==> src/rtl/tone_decoder.sv <==
// tone_decoder: measures the period of an external square wave in clock
// cycles, scans the notes ROM for the lowest entry within TOL clocks of that
// period and commits the note once STABLE_CNT consecutive searches agree.
// Ports:
//   clk_i, rst_n_i  clock, asynchronous active-low reset
//   audio_i         asynchronous square-wave input
//   rom_index_o     notes ROM address (0 outside a search)
//   rom_divider_i   ROM divider for rom_index_o (combinational)
//   period_o        last captured period; period_valid_o pulses on update
//   note_index_o    committed note; note_valid_o level, note_strb_o pulse on change
//   busy_o          high while searching the ROM
module tone_decoder #(
  parameter int unsigned BW         = 16,
  parameter int unsigned IDX_BW     = 6,
  parameter int unsigned NOTES      = 64,
  parameter int unsigned TOL        = 4,
  parameter int unsigned STABLE_CNT = 3
) (
  input  logic              clk_i,
  input  logic              rst_n_i,
  input  logic              audio_i,
  output logic [IDX_BW-1:0] rom_index_o,
  input  logic [BW-1:0]     rom_divider_i,
  output logic [BW-1:0]     period_o,
  output logic              period_valid_o,
  output logic [IDX_BW-1:0] note_index_o,
  output logic              note_valid_o,
  output logic              note_strb_o,
  output logic              busy_o
);

  localparam int unsigned   MW       = 4;
  localparam logic [BW-1:0] CNT_MAX  = '1;
  localparam logic [BW:0]   TOL_EXT  = (BW+1)'(TOL);
  localparam logic [MW-1:0] STABLE   = MW'(STABLE_CNT);
  localparam logic [IDX_BW-1:0] LAST_IDX = IDX_BW'(NOTES - 1);

  typedef enum logic [1:0] {S_IDLE, S_SEARCH, S_RESULT} state_t;

  state_t            state, state_nxt;
  logic              sync1, sync2, prev;
  logic              rise, timeout, armed;
  logic [BW-1:0]     cnt, target;
  logic [IDX_BW-1:0] cand, prev_cand;
  logic              hit, prev_hit, discard;
  logic [MW-1:0]     mcnt, mcnt_upd;
  logic              commit, match, last_idx;
  logic [BW:0]       rom_ext, tgt_ext, diff;

  assign rise    = sync2 & ~prev;
  // A rise in the saturation cycle takes priority over the timeout.
  assign timeout = armed && (cnt == CNT_MAX) && !rise;

  // Synchronizer, edge detect, period counter and capture.
  always_ff @(posedge clk_i or negedge rst_n_i) begin
    if (!rst_n_i) begin
      sync1          <= 1'b0;
      sync2          <= 1'b0;
      prev           <= 1'b0;
      cnt            <= '0;
      armed          <= 1'b0;
      period_o       <= '0;
      period_valid_o <= 1'b0;
    end else begin
      sync1          <= audio_i;
      sync2          <= sync1;
      prev           <= sync2;
      period_valid_o <= 1'b0;
      if (rise) begin
        cnt   <= BW'(1);
        armed <= 1'b1;
        if (armed) begin
          period_o       <= cnt;
          period_valid_o <= 1'b1;
        end
      end else begin
        if (cnt != CNT_MAX) cnt <= cnt + BW'(1);
        if (timeout) armed <= 1'b0;
      end
    end
  end

  // Distance computed one bit wider so the subtraction never wraps.
  always_comb begin
    rom_ext  = {1'b0, rom_divider_i};
    tgt_ext  = {1'b0, target};
    diff     = (rom_ext >= tgt_ext) ? (rom_ext - tgt_ext) : (tgt_ext - rom_ext);
    match    = (rom_divider_i != '0) && (diff <= TOL_EXT);
    last_idx = (rom_index_o == LAST_IDX);
  end

  // Next state plus the stability counter update used in RESULT.
  always_comb begin
    state_nxt = state;
    mcnt_upd  = MW'(1);
    commit    = 1'b0;
    if ({hit, cand} == {prev_hit, prev_cand})
      mcnt_upd = (mcnt >= STABLE) ? STABLE : (mcnt + MW'(1));
    commit = (mcnt_upd == STABLE);
    unique case (state)
      S_IDLE:   if (period_valid_o) state_nxt = S_SEARCH;
      S_SEARCH: if (match || last_idx) state_nxt = S_RESULT;
      S_RESULT: state_nxt = S_IDLE;
      default:  state_nxt = S_IDLE;
    endcase
  end

  always_ff @(posedge clk_i or negedge rst_n_i) begin
    if (!rst_n_i) state <= S_IDLE;
    else          state <= state_nxt;
  end

  // Search datapath, debounce and committed note outputs.
  always_ff @(posedge clk_i or negedge rst_n_i) begin
    if (!rst_n_i) begin
      rom_index_o  <= '0;
      target       <= '0;
      cand         <= '0;
      hit          <= 1'b0;
      prev_cand    <= '0;
      prev_hit     <= 1'b0;
      mcnt         <= '0;
      discard      <= 1'b0;
      note_index_o <= '0;
      note_valid_o <= 1'b0;
      note_strb_o  <= 1'b0;
      busy_o       <= 1'b0;
    end else begin
      note_strb_o <= 1'b0;
      busy_o      <= (state_nxt == S_SEARCH);
      unique case (state)
        S_IDLE: begin
          if (period_valid_o) begin
            target      <= period_o;
            rom_index_o <= '0;
            discard     <= 1'b0;
          end
        end
        S_SEARCH: begin
          // rom_index_o returns to 0 as soon as the scan ends.
          if (match) begin
            cand        <= rom_index_o;
            hit         <= 1'b1;
            rom_index_o <= '0;
          end else if (last_idx) begin
            hit         <= 1'b0;
            rom_index_o <= '0;
          end else begin
            rom_index_o <= rom_index_o + IDX_BW'(1);
          end
        end
        S_RESULT: begin
          if (!discard && !timeout) begin
            prev_hit  <= hit;
            prev_cand <= cand;
            mcnt      <= mcnt_upd;
            if (commit) begin
              if (hit) begin
                note_index_o <= cand;
                note_valid_o <= 1'b1;
                note_strb_o  <= !note_valid_o || (note_index_o != cand);
              end else begin
                note_valid_o <= 1'b0;
              end
            end
          end
        end
        default: ;
      endcase
      // Loss of signal drops the note silently and voids a running search.
      if (timeout) begin
        note_valid_o <= 1'b0;
        note_strb_o  <= 1'b0;
        mcnt         <= '0;
        if (state == S_SEARCH) discard <= 1'b1;
      end
    end
  end

endmodule

==> config.mk <==
export PLATFORM = sky130hd
export DESIGN_NAME = tone_decoder
export DESIGN_NICKNAME = d
export VERILOG_FILES = /design/src/rtl/tone_decoder.sv
export SDC_FILE = /design/constraint.sdc
export NUM_CORES = 1
export LEC_CHECK = 0
export CORE_ASPECT_RATIO = 1.5
export CORE_MARGIN = 8
export CORE_UTILIZATION = 38
export DETAILED_ROUTE_END_ITERATION = 8
export GPL_TIMING_DRIVEN = 0
export PLACE_DENSITY = 0.55
export SKIP_LAST_GASP = 1
export SYNTH_ARGS = -nofsm -noshare
export SYNTH_HDL_FRONTEND = slang
export SYNTH_SLANG_ARGS = --single-unit
==> constraint.sdc <==
create_clock -name clk_i -period 3.6 [get_ports clk_i]
set_input_delay 0.36 -clock clk_i [delete_from_list [all_inputs] [get_ports clk_i]]
set_output_delay 0.36 -clock clk_i [all_outputs]
set_load 0.1 [all_outputs]
==> results.json, run 1 <==
{
  "status": "finished clean",
  "viasPerCell": 5.25,
  "async_flop_share_pct": 100,
  "layout-drive-gt1-share_pct": 22.6,
  "nFillCells": 1381,
  "synthFlopType": "dfrtp_1",
  "period_share_pct": 99.5,
  "start_util_pct": 38.5,
  "max_freq_ghz": 0.279,
  "tightest_slew_ns": 1.03,
  "overflow": 0,
  "worst_ep_required_time_ns": 3.83,
  "path_clk_slew_ns": 0.07,
  "crit_start": "target[4]$_DFFE_PN0P_",
  "drv_slew": 0,
  "muxShareOfSynthArea_pct": 8.80,
  "core_mm2": 0.0144,
  "port_buffers": 50,
  "root_buffer": "clkbuf_16",
  "synth.distinct_cells": 71,
  "synth_edf_count": 0,
  "yosysWarnings": 0,
  "ff2ff_setup_slack_ns": 0.02,
  "grt_usage_pct": 15.8,
  "cp_max_fo": 7,
  "drtPass1Iterations": 4,
  "min_period_ns": 3.58,
  "grt_pass1_wl_um": 23400,
  "dieArea_mm2": 0.0188,
  "syn_nets": 618,
  "grt_antenna_before_repair": 0,
  "worst_clock_skew_ns": 0.00958,
  "hold_path_class": "reg2reg",
  "synth_top_family_by_area": "simple AND/OR/NAND/NOR gates",
  "r2r-end": "cand[1]$_DFFE_PN0P_",
  "grt_pass1_vias": 4552,
  "die_width_um": 115,
  "setup_violations": 0,
  "drt_iter0_drc": 258,
  "syn_inst": 564,
  "fp.dieH_um": 164,
  "cts_tree": "built",
  "multiInputGateArea_mm2": 0.00339,
  "cpMostUsedCell": "buf_4",
  "seqCellArea_mm2": 0.00223,
  "crit_buf_inv": 3,
  "peakVddDrop_mv": 0.319,
  "area_growth_pct": 30.2,
  "r2r-start": "target[4]$_DFFE_PN0P_",
  "cp_data_arrival_time_ns": 3.81,
  "powerDensity_mw_per_mm2": 508,
  "cts_buffers": 9,
  "hold_viol": 0,
  "crit_end": "cand[1]$_DFFE_PN0P_",
  "cp-start-kind": "flop",
  "cts.sinks": 89,
  "crit_chain": "ha_4 -> buf_8 -> a21oi_1 -> o211ai_1 -> nand3_2 -> buf_4 -> buf_4 -> and4_1 -> o32ai_2 -> or4b_4 -> o311a_4 -> nor4_4 -> nand2_4 -> mux2_4",
  "cp_top_family": "simple AND/OR/NAND/NOR gates",
  "wl_per_cell_um": 17.2,
  "row_count": 54,
  "vias": 4487,
  "stdcell_area_mm2": 0.00722,
  "route.detailed.drc": 0,
  "synth-compound-area-share_pct": 15.3,
  "htreeDepth": 3,
  "end_kind": "flop",
  "grt_max_degree": 68,
  "leakage_uw": 0.00324,
  "slew_headroom_pct": 31.2,
  "synth_xor_area_share_pct": 6.00,
  "drt_wl_total_um": 14700,
  "maxCapViolCount": 0,
  "diodes": 0,
  "rr_worst_depth": 14,
  "max_stage_delay_ns": 0.55,
  "layout.nets": 708,
  "hpwlAfterDp_um": 11100,
  "synth_area_mm2": 0.00555,
  "ios": 51,
  "drtAntennaViolNets": 0,
  "cp.depth": 14,
  "synthAdderAreaFrac_pct": 7.90,
  "synthSimpleGateAreaFrac_pct": 17.1,
  "fin_util_pct": 50.2,
  "insertion_delay_ns": 0.34,
  "place_area_mm2": 0.00632,
  "crit_path_top_delay_cell": "or4b_4",
  "rsz0062_at_grt": "yes",
  "ys_ff_latch": 89,
  "cts_buffer_depth": 2,
  "gp_congestion": 0.902,
  "ys_seq_area_share_pct": 40.2,
  "syn_avg_cell_area_um2": 9.83,
  "crit_type": "reg2reg"
}
==> cell usage after synthesis, types with 3 or more instances <==
library cell,n,area share [%]
mux2i_1,3,0.54
o211ai_1,4,0.54
and3_1,9,1.0
xnor2_1,22,3.5
nor4_1,6,0.68
nor3b_1,3,0.41
a21oi_1,25,2.3
dfrtp_1,89,40
mux2_4,8,2.2
nand4_1,14,1.6
buf_4,4,0.54
ha_1,35,7.9
nand2b_1,6,0.68
xor2_1,16,2.5
clkbuf_1,9,0.61
inv_1,40,2.7
o21ai_0,31,2.8
o21bai_1,7,0.95
a21o_1,11,1.5
buf_2,4,0.36
and2_1,5,0.56
o21a_1,5,0.68
nor3_1,7,0.63
nand2_1,50,3.4
nand3_1,16,1.4
buf_6,3,0.61
a31oi_1,6,0.68
nor2b_1,8,0.90
nor2_1,32,2.2
a32oi_1,3,0.47
mux2_2,30,6.1
or3_1,6,0.68
==> state kept, by name (all words and copies together) (netlist names) <==
| signal | count |
|---|---|
| prev | 1 |
| armed | 1 |
| note_valid_o | 1 |
| prev_hit | 1 |
| discard | 1 |
| target | 16 |
| sync2 | 1 |
| hit | 1 |
| cand | 6 |
| mcnt | 4 |
| sync1 | 1 |
| prev_cand | 6 |
| period_valid_o | 1 |
| note_index_o | 6 |
| rom_index_o | 6 |
| busy_o | 1 |
| period_o | 16 |
| state | 2 |
| note_strb_o | 1 |
| cnt | 16 |
==> cells in the final DEF (no fill, tap or decap), types with 22 or more instances in the layout <==
master	count
nor2_1	31
buf_4	30
xnor2_1	22
inv_1	40
o21ai_0	31
nand2_1	47
mux2_2	30
ha_1	25
clkdlybuf4s50_1	33
dfrtp_1	89
==> per-layer routing <==
layer	wire, um	part of all wire [%]	track usage [%]
met1	6030	41	17.5
met2	7920	54	29.1
met3	381	2.6	2.54
met4	417	2.8	6.87
met5	0	0	0
==> kinds of logic (layout without fill, tap and decap cells) <==
group,after synthesis,after routing
buffers and inverters,60,155
flip-flops,89,89
XOR/XNOR,38,38
adder cells (fa/ha/maj),35,35
AND/OR/NAND/NOR,179,179
AO/OA/AOI/OAI,122,122
multiplexers,41,41
==> how the worst min path moves through the flow <==
stage | slack [ns] | from | to | cells past startpoint
floorplan | 0.06 | rst_n_i | armed$_DFFE_PN0P_ | 0
global placement | 0.33 | sync1$_DFF_PN0_ | sync2$_DFF_PN0_ | 0
detailed placement | 0.28 | rst_n_i | cnt[4]$_DFFE_PN0P_ | 1
CTS | 0.35 | sync1$_DFF_PN0_ | sync2$_DFF_PN0_ | 0
global route | 0.38 | sync1$_DFF_PN0_ | sync2$_DFF_PN0_ | 0
finish | 0.35 | sync1$_DFF_PN0_ | sync2$_DFF_PN0_ | 0
==> through the flow <==
stage                     setup slack [ns]  hold slack (ns)  instances  TNS, ns  power [uW]
after global routing               -0.0578            0.377        855   -0.357        3850
after detailed placement            -0.856            0.284        811   -12.31        2590
final                               0.0169            0.349        855        0        3670
after floorplan                      0.270           0.0644        564        0        2220
after CTS                          0.00244            0.349        839        0        3570
after global placement               -1.06            0.334        810  -106.75        2570
==> what timing repair did <==
item | in CTS | in global routing
hold buffers | 1 | 0
pin swaps | 21 | 26
setup endpoints to repair | 16 | 14
hold endpoints to repair | 22 | 0
gates resized for setup | 48 | 36
cloned | 0 | 1
buffers inserted | 11 | 16
==> layout make-up <==
class	count	area share [%]
multi-input combinational	415	47.0
clock inverter	6	0.693
sequential	89	30.8
buffer	19	2.13
clock buffer	10	3.31
tap	196	3.40
timing repair buffer	80	10.5
inverter	40	2.08
==> report_power, final <==
part           internal (uW)  leakage, uW  total, uW  switching [uW]
Clock                    494     0.000136        899             405
Combinational            560      0.00192       1510             949
Sequential              1110      0.00118       1260             146
Power figures use the tool's default switching activity.
==> run 2: changes to the inputs <==
--- a/config.mk
+++ b/config.mk
@@ -5,12 +5,13 @@
 export SDC_FILE = /design/constraint.sdc
 export NUM_CORES = 1
 export LEC_CHECK = 0
+export ABC_AREA = 1
 export CORE_ASPECT_RATIO = 1.5
 export CORE_MARGIN = 8
 export CORE_UTILIZATION = 38
 export DETAILED_ROUTE_END_ITERATION = 8
 export GPL_TIMING_DRIVEN = 0
-export PLACE_DENSITY = 0.55
+export PLACE_DENSITY = 0.54
 export SKIP_LAST_GASP = 1
 export SYNTH_ARGS = -nofsm -noshare
 export SYNTH_HDL_FRONTEND = slang
==> run 2 against run 1 <==
Against the previous run:
- sequential power decreased by 4%
- highest routed layer unchanged
- die area increased by 12%
- critical endpoint is now rom_index_o[0]$_DFFE_PN0P_
- register-to-register slack improved by 0.66 ns
- wire length increased by 22%
- via count increased by 31%
- flip-flop and latch count unchanged
- non-clock buffer count decreased by 33
- hold slack improved by 0.0012 ns
==> results.json, run 2 <==
{
  "maxCapViolCount": 0,
  "synth.distinct_cells": 46,
  "grt_use_met3_pct": 2.01,
  "tightest_slew_ns": 1.02,
  "synthFlopType": "dfrtp_1",
  "post_cts_buffers": 0,
  "syn_inst": 930,
  "yosys.area.top_type_share_pct": 35.2,
  "grt_antenna_before_repair": 0,
  "dieArea_mm2": 0.0211,
  "cp-start-kind": "input pin",
  "syn_nets": 984,
  "gp_congestion": 0.893,
  "status": "finished clean",
  "crit_buf_inv": 5,
  "ys_ff_latch": 89,
  "area_growth_pct": 17.3,
  "drtAntennaViolNets": 0,
  "use_met2_pct": 33.4,
  "crit_type": "in2reg",
  "root_buffer": "clkbuf_16",
  "crit_chain": "clkdlybuf4s50_1 -> inv_1 -> ha_1 -> buf_4 -> nand2_1 -> nand2_1 -> nand2_1 -> nand2_1 -> nand2_1 -> nand2_1 -> nor2_2 -> nand2_4 -> buf_6 -> o21ai_2 -> inv_2 -> nor2_1 -> nand2_1 -> a21oi_1 -> nand2_1 -> nand3_1 -> nand2_1",
  "grt_max_degree": 54,
  "powerDensity_mw_per_mm2": 491,
  "layout_commonest_cell": "nand2_1",
  "period_share_pct": 88.5,
  "layout_common_cells": "nand2_1 (313), inv_1 (142), dfrtp_1 (89), o21ai_0 (66), nor2_1 (64)",
  "top_regs": "cnt x16, period_o x16, target x16",
  "min_period_ns": 3.19,
  "cts.sinks": 89,
  "worst_clock_skew_ns": 0.0107,
  "cp_max_fo": 10,
  "htreeDepth": 3,
  "peakVddDrop_mv": 0.330,
  "grt_pass1_vias": 5934,
  "ys_seq_area_share_pct": 35.2,
  "synth_edf_count": 0,
  "route.detailed.drc": 0,
  "cts_tree": "built",
  "slew_headroom_pct": 31.9,
  "hold_viol": 0,
  "drtPass1Iterations": 5,
  "busiest_layer": "met2",
  "fp.dieH_um": 174,
  "core_mm2": 0.0165,
  "async_flop_share_pct": 100,
  "synth.most_common_cell": "nand2_1",
  "leakage_uw": 0.00382,
  "cp_top_family": "simple AND/OR/NAND/NOR gates",
  "die_width_um": 121,
  "synth_top_cell_by_area": "dfrtp_1",
  "preCtsSetupSlack_ns": -0.0343,
  "crit_path_top_delay_cell": "clkdlybuf4s50_1",
  "drt_iter0_drc": 289,
  "max_stage_delay_ns": 0.57,
  "max_freq_ghz": 0.314,
  "grt_usage_pct": 17.5,
  "layout-drive-gt1-share_pct": 6.92,
  "layout.nets": 1047,
  "insertion_delay_ns": 0.34,
  "cts_buffers": 9,
  "port_buffers": 50,
  "diodes": 0,
  "vias": 5856,
  "path_clk_slew_ns": 0.07,
  "worst_ep_required_time_ns": 3.84,
  "drt_wl_total_um": 17900,
  "synthTopCellsByCount": "nand2_1 (313), inv_1 (142), dfrtp_1 (89)",
  "wl_per_cell_um": 14.8,
  "hold_path_class": "reg2reg",
  "start_util_pct": 38.3,
  "synth_area_leaders": "dfrtp_1 (35%), nand2_1 (19%), inv_1 (8.4%)",
  "hpwlAfterDp_um": 14900,
  "viasPerCell": 4.85,
  "grt_pass1_wl_um": 29300,
  "end_kind": "flop",
  "fin_ws_ns": 0.413,
  "cp_data_arrival_time_ns": 3.42,
  "overflow": 0,
  "row_count": 58,
  "fin_util_pct": 44.9,
  "setup_violations": 0,
  "yosysWarnings": 0,
  "cts_buffer_depth": 2,
  "drv_slew": 0,
  "rsz0062_at_grt": "no",
  "use_met1_pct": 17.8,
  "syn_avg_cell_area_um2": 6.81,
  "cpMostUsedCell": "nand2_1",
  "synth_area_mm2": 0.00633,
  "ios": 51
}
-- run 2: cell types whose count changed after synthesis, sizes merged, moves of 8 or more --
cell   before  now
and3        9    1
xor2       16    7
nand3      18   61
nor3        7   17
nor2b       9    0
xnor2      22    5
nor2       32   74
a21o       11    0
inv        40  155
nand2      51  327
o21ai      34   68
mux2       38    0
-- run 2: logic make-up (layout without fill, tap and decap cells) --
family	count (synthesis)	after routing	synth area share, %
compound gates	119	119	10.6
xor+xnor	12	12	1.66
fa+ha+maj	35	35	6.92
buf+inv	170	237	10.5
flops	89	89	35.2
simple gates	505	505	35.2
-- run 2: timing repair --
action / 4_1_cts / 5_1_grt
hold buffers: 1 / 0
gates resized for setup: 0 / 0
hold endpoints to repair: 8 / 0
-- run 2: cell type report --
cell class	instances	area [um^2]
buffer	14	73.8
timing repair buffer	52	536
multi-input combinational	671	3440
inverter	156	588
clock inverter	6	68.8
fill	1785	9120
sequential	89	2230
clock buffer	9	225
tap	210	263
-- run 2: per-stage QoR --
step                total power, uW  TNS [ns]  instances  instance area [um^2]  hold slack [ns]
floorplan                      2320         0        930                  6330           0.0644
finish                         3650         0       1207                  7420            0.350
detailed placement             2740   -0.0607       1191                  7120            0.339
global route                   3880         0       1207                  7420            0.356
CTS                            3680         0       1207                  7420            0.354
global placement               2730   -108.22       1190                  7090            0.336
-- run 2: metal layers --
layer	part of all wire, %	wire length (um)	vias up
li1	-	-	3060
met1	38	6810	2662
met2	55	9840	91
met3	2.2	403	43
met4	4.8	866	0
met5	0	0	-
-- run 2: power breakdown --
| group | switching, uW | leakage [uW] | internal (uW) |
|---|---|---|---|
| Combinational | 1090 | 0.00249 | 410 |
| Clock | 397 | 0.000142 | 537 |
| Sequential | 101 | 0.00119 | 1110 |
-- run 2: final timing paths --
kind / start / end / depth (start not counted) / slack, ns
worst max-delay path: rom_divider_i[10] / rom_index_o[0]$_DFFE_PN0P_ / 21 / 0.41
max in group asynchronous: rst_n_i / target[6]$_DFFE_PN0P_ / 3 / 2.44
worst max register to register: target[11]$_DFFE_PN0P_ / rom_index_o[0]$_DFFE_PN0P_ / 17 / 0.68
min in group asynchronous: rst_n_i / busy_o$_DFF_PN0_ / 2 / 0.53
worst min register to register: sync1$_DFF_PN0_ / sync2$_DFF_PN0_ / 0 / 0.35
worst min-delay path: sync1$_DFF_PN0_ / sync2$_DFF_PN0_ / 0 / 0.35
==> run 3: changes to the inputs <==
--- a/config.mk
+++ b/config.mk
@@ -8,10 +8,10 @@
 export ABC_AREA = 1
 export CORE_ASPECT_RATIO = 1.5
 export CORE_MARGIN = 8
-export CORE_UTILIZATION = 38
+export CORE_UTILIZATION = 43
 export DETAILED_ROUTE_END_ITERATION = 8
 export GPL_TIMING_DRIVEN = 0
-export PLACE_DENSITY = 0.54
+export PLACE_DENSITY = 0.6
 export SKIP_LAST_GASP = 1
 export SYNTH_ARGS = -nofsm -noshare
 export SYNTH_HDL_FRONTEND = slang
==> run 3 against run 2 <==
Against the previous run:
- non-clock buffer count did not move
- critical path depth decreased by 3
- count of clock-buffer cells in the layout increased by 3
- maximum frequency shrank 2.6%
- power decreased by 1.6%
- critical endpoint is now rom_index_o[3]$_DFFE_PN0P_
- largest power group unchanged
==> results.json, run 3 (same netlist as run 2, synthesis figures left out) <==
{
  "fin_util_pct": 51.1,
  "die_width_um": 115,
  "seqCellArea_mm2": 0.00223,
  "hold_viol": 0,
  "drtPass1Iterations": 4,
  "maxCapViolCount": 0,
  "max_stage_delay_ns": 0.54,
  "period_share_pct": 90.9,
  "dieArea_mm2": 0.0189,
  "grt_max_degree": 55,
  "worst_ep_required_time_ns": 3.83,
  "peakVddDrop_mv": 0.327,
  "htreeDepth": 3,
  "port_buffers": 50,
  "hold_path_class": "reg2reg",
  "min_period_ns": 3.27,
  "rr_worst_depth": 16,
  "post_cts_buffers": 0,
  "crit_path_top_delay_cell": "clkdlybuf4s50_1",
  "fin_setup_tns_ns": 0,
  "multiInputGateArea_mm2": 0.00344,
  "grt_pass1_vias": 5927,
  "top_regs": "cnt x16, period_o x16, target x16",
  "cp_data_arrival_time_ns": 3.50,
  "r2r-start": "target[12]$_DFFE_PN0P_",
  "drv_slew": 0,
  "worst_clock_skew_ns": 0.00888,
  "grt_antenna_before_repair": 0,
  "diodes": 0,
  "path_clk_slew_ns": 0.06,
  "viasPerCell": 4.91,
  "end_kind": "flop",
  "min_from": "sync1$_DFF_PN0_",
  "hpwlAfterDp_um": 14100,
  "drt_wl_total_um": 17000,
  "cpMostUsedCell": "nand2_1",
  "cts_tree": "built",
  "area_growth_pct": 16.8,
  "ff2ff_setup_slack_ns": 0.58,
  "layout-drive-gt1-share_pct": 6.91,
  "start_util_pct": 43.8,
  "cp_max_fo": 10,
  "setup_violations": 0,
  "gp_congestion": 0.922,
  "grt_pass1_wl_um": 28100,
  "vias": 5867,
  "drtAntennaViolNets": 0,
  "crit_chain": "clkdlybuf4s50_1 -> inv_1 -> ha_1 -> nand2_1 -> nand2_1 -> a21oi_4 -> nand3_4 -> a21oi_2 -> buf_6 -> nand2_1 -> nand2_1 -> nand2_1 -> nor2_1 -> nand2_1 -> a21oi_1 -> nand2_1 -> nand3_1 -> nand2_1",
  "overflow": 0,
  "cts.sinks": 89,
  "cp_top_family": "simple AND/OR/NAND/NOR gates",
  "max_freq_ghz": 0.305,
  "ios": 51,
  "layout_commonest_cell": "nand2_1",
  "root_buffer": "clkbuf_16",
  "row_count": 54,
  "slew_headroom_pct": 31.6,
  "layout.nets": 1047,
  "insertion_delay_ns": 0.33,
  "wl_per_cell_um": 14.2,
  "cts_buffer_depth": 2,
  "cp-start-kind": "input pin",
  "cts_resized": 0,
  "tightest_slew_ns": 1.02,
  "grt_usage_pct": 18.9,
  "min_path_cells": 0,
  "drt_iter0_drc": 273,
  "cts_buffers": 9,
  "r2r-end": "rom_index_o[3]$_DFFE_PN0P_",
  "rsz0062_at_grt": "no",
  "cts_hold_buf": 1,
  "core_mm2": 0.0145,
  "cp.depth": 18,
  "leakage_uw": 0.00382,
  "route.detailed.drc": 0,
  "nFillCells": 1537,
  "status": "finished clean",
  "hold_path_end": "sync2$_DFF_PN0_",
  "layout_common_cells": "nand2_1 (313), inv_1 (142), dfrtp_1 (89), o21ai_0 (66), nor2_1 (64)",
  "fp.dieH_um": 165,
  "crit_type": "in2reg",
  "crit_buf_inv": 3,
  "powerDensity_mw_per_mm2": 486
}
==> run 3: cell count changes in the layout (fill, tap and decap cells not counted), sizes merged <==
cell	change
clkbuf	+3
bufinv	-1
clkinv	-1
==> run 3: where the power goes <==
| part | total [uW] | internal [uW] | switching (uW) |
|---|---|---|---|
| Sequential | 1210 | 1110 | 104 |
| Clock | 880 | 506 | 374 |
| Combinational | 1500 | 410 | 1090 |
==> run 3: worst max path at each step <==
stage / slack [ns] / startpoint / to
after floorplan: 1.22 / rom_divider_i[7] / cand[4]$_DFFE_PN0P_
after global placement: -1.13 / rst_n_i / rom_index_o[3]$_DFFE_PN0P_
after detailed placement: -0.01 / rom_divider_i[8] / rom_index_o[3]$_DFFE_PN0P_
after CTS: 0.32 / rom_divider_i[8] / rom_index_o[3]$_DFFE_PN0P_
after global routing: 0.15 / rom_divider_i[12] / rom_index_o[3]$_DFFE_PN0P_
final: 0.33 / rom_divider_i[8] / rom_index_o[3]$_DFFE_PN0P_
==> run 3: per-stage QoR <==
stage               power [uW]  setup slack, ns  std cells  area, um^2  hold slack (ns)
floorplan                 2320             1.22        930        6330           0.0644
global placement          2720            -1.13       1176        7080            0.340
detailed placement        2730          -0.0116       1177        7100            0.344
CTS                       3610            0.323       1194        7390            0.357
global route              3820            0.146       1194        7390            0.364
finish                    3590            0.327       1194        7390            0.355
==> run 3: layout make-up <==
class                           instances  share of cell area, %
Buffer                                 14                  0.998
Clock buffer                           12                   3.47
Clock inverter                          4                  0.355
Inverter                              156                   7.95
Multi-Input combinational cell        671                   46.5
Sequential cell                        89                   30.1
Tap cell                              196                   3.32
Timing Repair Buffer                   52                   7.24
==> run 3: layer usage <==
metal  track usage, %  wire [um]  vias to the layer above
met5                0          0                        -
met2             34.7       8860                      102
li1                 -          -                     3060
met4             12.1        960                        0
met1             19.8       6760                     2655
met3             2.31        395                       50
==> RTL edit (config.mk and constraints of run 3) <==
The 3 states of `state_t` get a one-hot encoding in 3 bits.
--- a/src/rtl/tone_decoder.sv
+++ b/src/rtl/tone_decoder.sv
@@ -37,3 +37,3 @@
 
-  typedef enum logic [1:0] {S_IDLE, S_SEARCH, S_RESULT} state_t;
+  typedef enum logic [2:0] {S_IDLE = 3'b001, S_SEARCH = 3'b010, S_RESULT = 3'b100} state_t;
 
Formal check against the unedited RTL: no difference found for any inputs over 10 cycles, from zero or initial values and one cycle with rst_n_i low; not proved beyond that.
==> RTL edit against run 3 <==
- worst hold slack improved by 5.1 ps
- non-clock buffer count fell by 1
- wire length fell by 9.5%
- sequential cell count increased by 1
- synthesized area decreased by 5.8%
- final area shrank 5.0%
- power decreased by 0.60%
- via count is 7.9% lower
- worst setup slack gained 140 ps
- largest cell class unchanged
==> RTL edit: results (changes against run 3) <==
critPathMaxFanout: 10  # unchanged
syn_area_per_cell_sq_um: 7.21  # +5.9%
finClkSkew_ps: 9.44  # +0.563 ps
fin_cells: 1057  # -11%
ir_drop_mv: 0.272  # -17%
place_inst: 1040  # -12%
firstDrtPassIters: 5  # +1
post_cts_resized: 0  # unchanged
arrival_ps: 3350  # -150 ps
nNetsFinal: 944  # -9.8%
yosys_warnings: 0  # unchanged
cpPeakStageDelay_ps: 570  # +30 ps
clk_pin_slew_ps: 70
drive_above_1_share: 0.0905  # +0.0214
grt_max_degree: 68  # +24%
synth_cell_type_count: 41  # -11%
place_area_sq_um: 6690  # -5.8%
port_buffers: 50  # unchanged
reg_top3: "cnt x16, period_o x16, target x16"
reg2reg_setup_slack_ps: 720  # +140 ps
cts_setup_buffers: 0  # unchanged
p_leak_nw: 3.61  # -5.4%
relSlewSlack: 0.339  # +0.0236
num_antenna_cells: 0  # unchanged
clk_latency_ps: 340
gp_congestion: 0.929  # +0.74%
slew_viol_final: 0  # unchanged
ys_seq_area_frac: 0.378  # +0.0260
cpMaxStageDelayCell: "clkdlybuf4s50_1"
status: "finished, final reports clean"
cts_buffer_depth: 2  # unchanged
grt_pass1_vias: 5521  # -6.9%
wl_per_cell_um: 14.5  # +2.3%
drt_iter0_drc: 268  # -1.8%
syn_nets: 881  # -10%
holdWs_ps: 360  # +5.07 ps
synthFlopType: "dfrtp_1"
netlist_top_cells_count: "nand2_1 (238), inv_1 (142), dfrtp_1 (89)"
ys_async_sr_fraction: 1.00  # unchanged
cp_top_family: "simple AND/OR/NAND/NOR gates"
antenna_found_initial: 0  # unchanged
ctsRootBufferMaster: "clkbuf_16"
post-dp-hpwl_mm: 12.4  # -12%
cts_buffers: 9  # unchanged
worstHoldPathType: "flip-flop to flip-flop"
cts_hold_buf: 1  # unchanged
grt_usage: 0.179  # -0.0100
setup_ws_ps: 469  # +142 ps
grt_pass1_wl_mm: 26.2  # -6.9%
vias: 5401  # -7.9%
htree_levels: 3  # unchanged
synth_area_leaders: "dfrtp_1 (37%), nand2_1 (15%), inv_1 (8.9%), ha_1 (7.3%), o21ai_0 (4.2%)"
dp_slack_ps: 126  # +138 ps
fillerInstances: 1349  # -12%
==> RTL edit: cell count changes in the layout (fill, tap and decap cells not counted), sizes merged, moves of 6 or more <==
| cell | delta |
|---|---|
| nor2 | -6 |
| o21ai | -12 |
| nand3 | -8 |
| a21oi | +8 |
| nand2 | -73 |
| inv | -6 |
==> RTL edit: layout make-up <==
| cell class | count | area, sq um | share of cell area |
|---|---|---|---|
| Inverter | 150 | 564 | 0.0804 |
| Timing Repair Buffer | 52 | 536 | 0.0763 |
| Sequential cell | 90 | 2250 | 0.321 |
| Clock buffer | 12 | 246 | 0.0351 |
| Clock inverter | 4 | 73.8 | 0.0105 |
| Buffer | 13 | 67.6 | 0.00962 |
| Multi-Input combinational cell | 574 | 3080 | 0.438 |
| Tap cell | 162 | 203 | 0.0289 |
==> RTL edit: kinds of logic after synthesis <==
logic type | after synthesis | share of synthesized area
xor gates and xnor gates | 10 | 0.0147
adders and majority gates | 35 | 0.0734
AOI/OAI and AO/OA | 113 | 0.111
buffers and inverters | 163 | 0.106
and+or+nand+nor | 416 | 0.317
DFF | 90 | 0.378
==> RTL edit: per-layer routing <==
layer,GRT usage,vias up,wire (um)
met2,0.328,104,8030
met5,0,-,0
met3,0.0245,40,428
li1,-,2734,-
met1,0.192,2523,6260
met4,0.0967,0,653
==> RTL edit: final timing paths <==
kind	startpoint	cells past startpoint	endpoint
setup / recovery	rom_divider_i[4]	19	busy_o
hold / removal	sync1	0	sync2
setup reg to reg	target[13]	17	busy_o
hold reg to reg	sync1	0	sync2
max in group asynchronous	rst_n_i	3	cnt[5]
min in group asynchronous	rst_n_i	2	note_index_o[5]
==> RTL edit: power by group <==
part / internal (mW) / total (mW) / switching (mW)
Combinational: 0.429 / 1.40 / 0.972
Sequential: 1.10 / 1.16 / 0.0623
Clock: 0.629 / 1.00 / 0.376
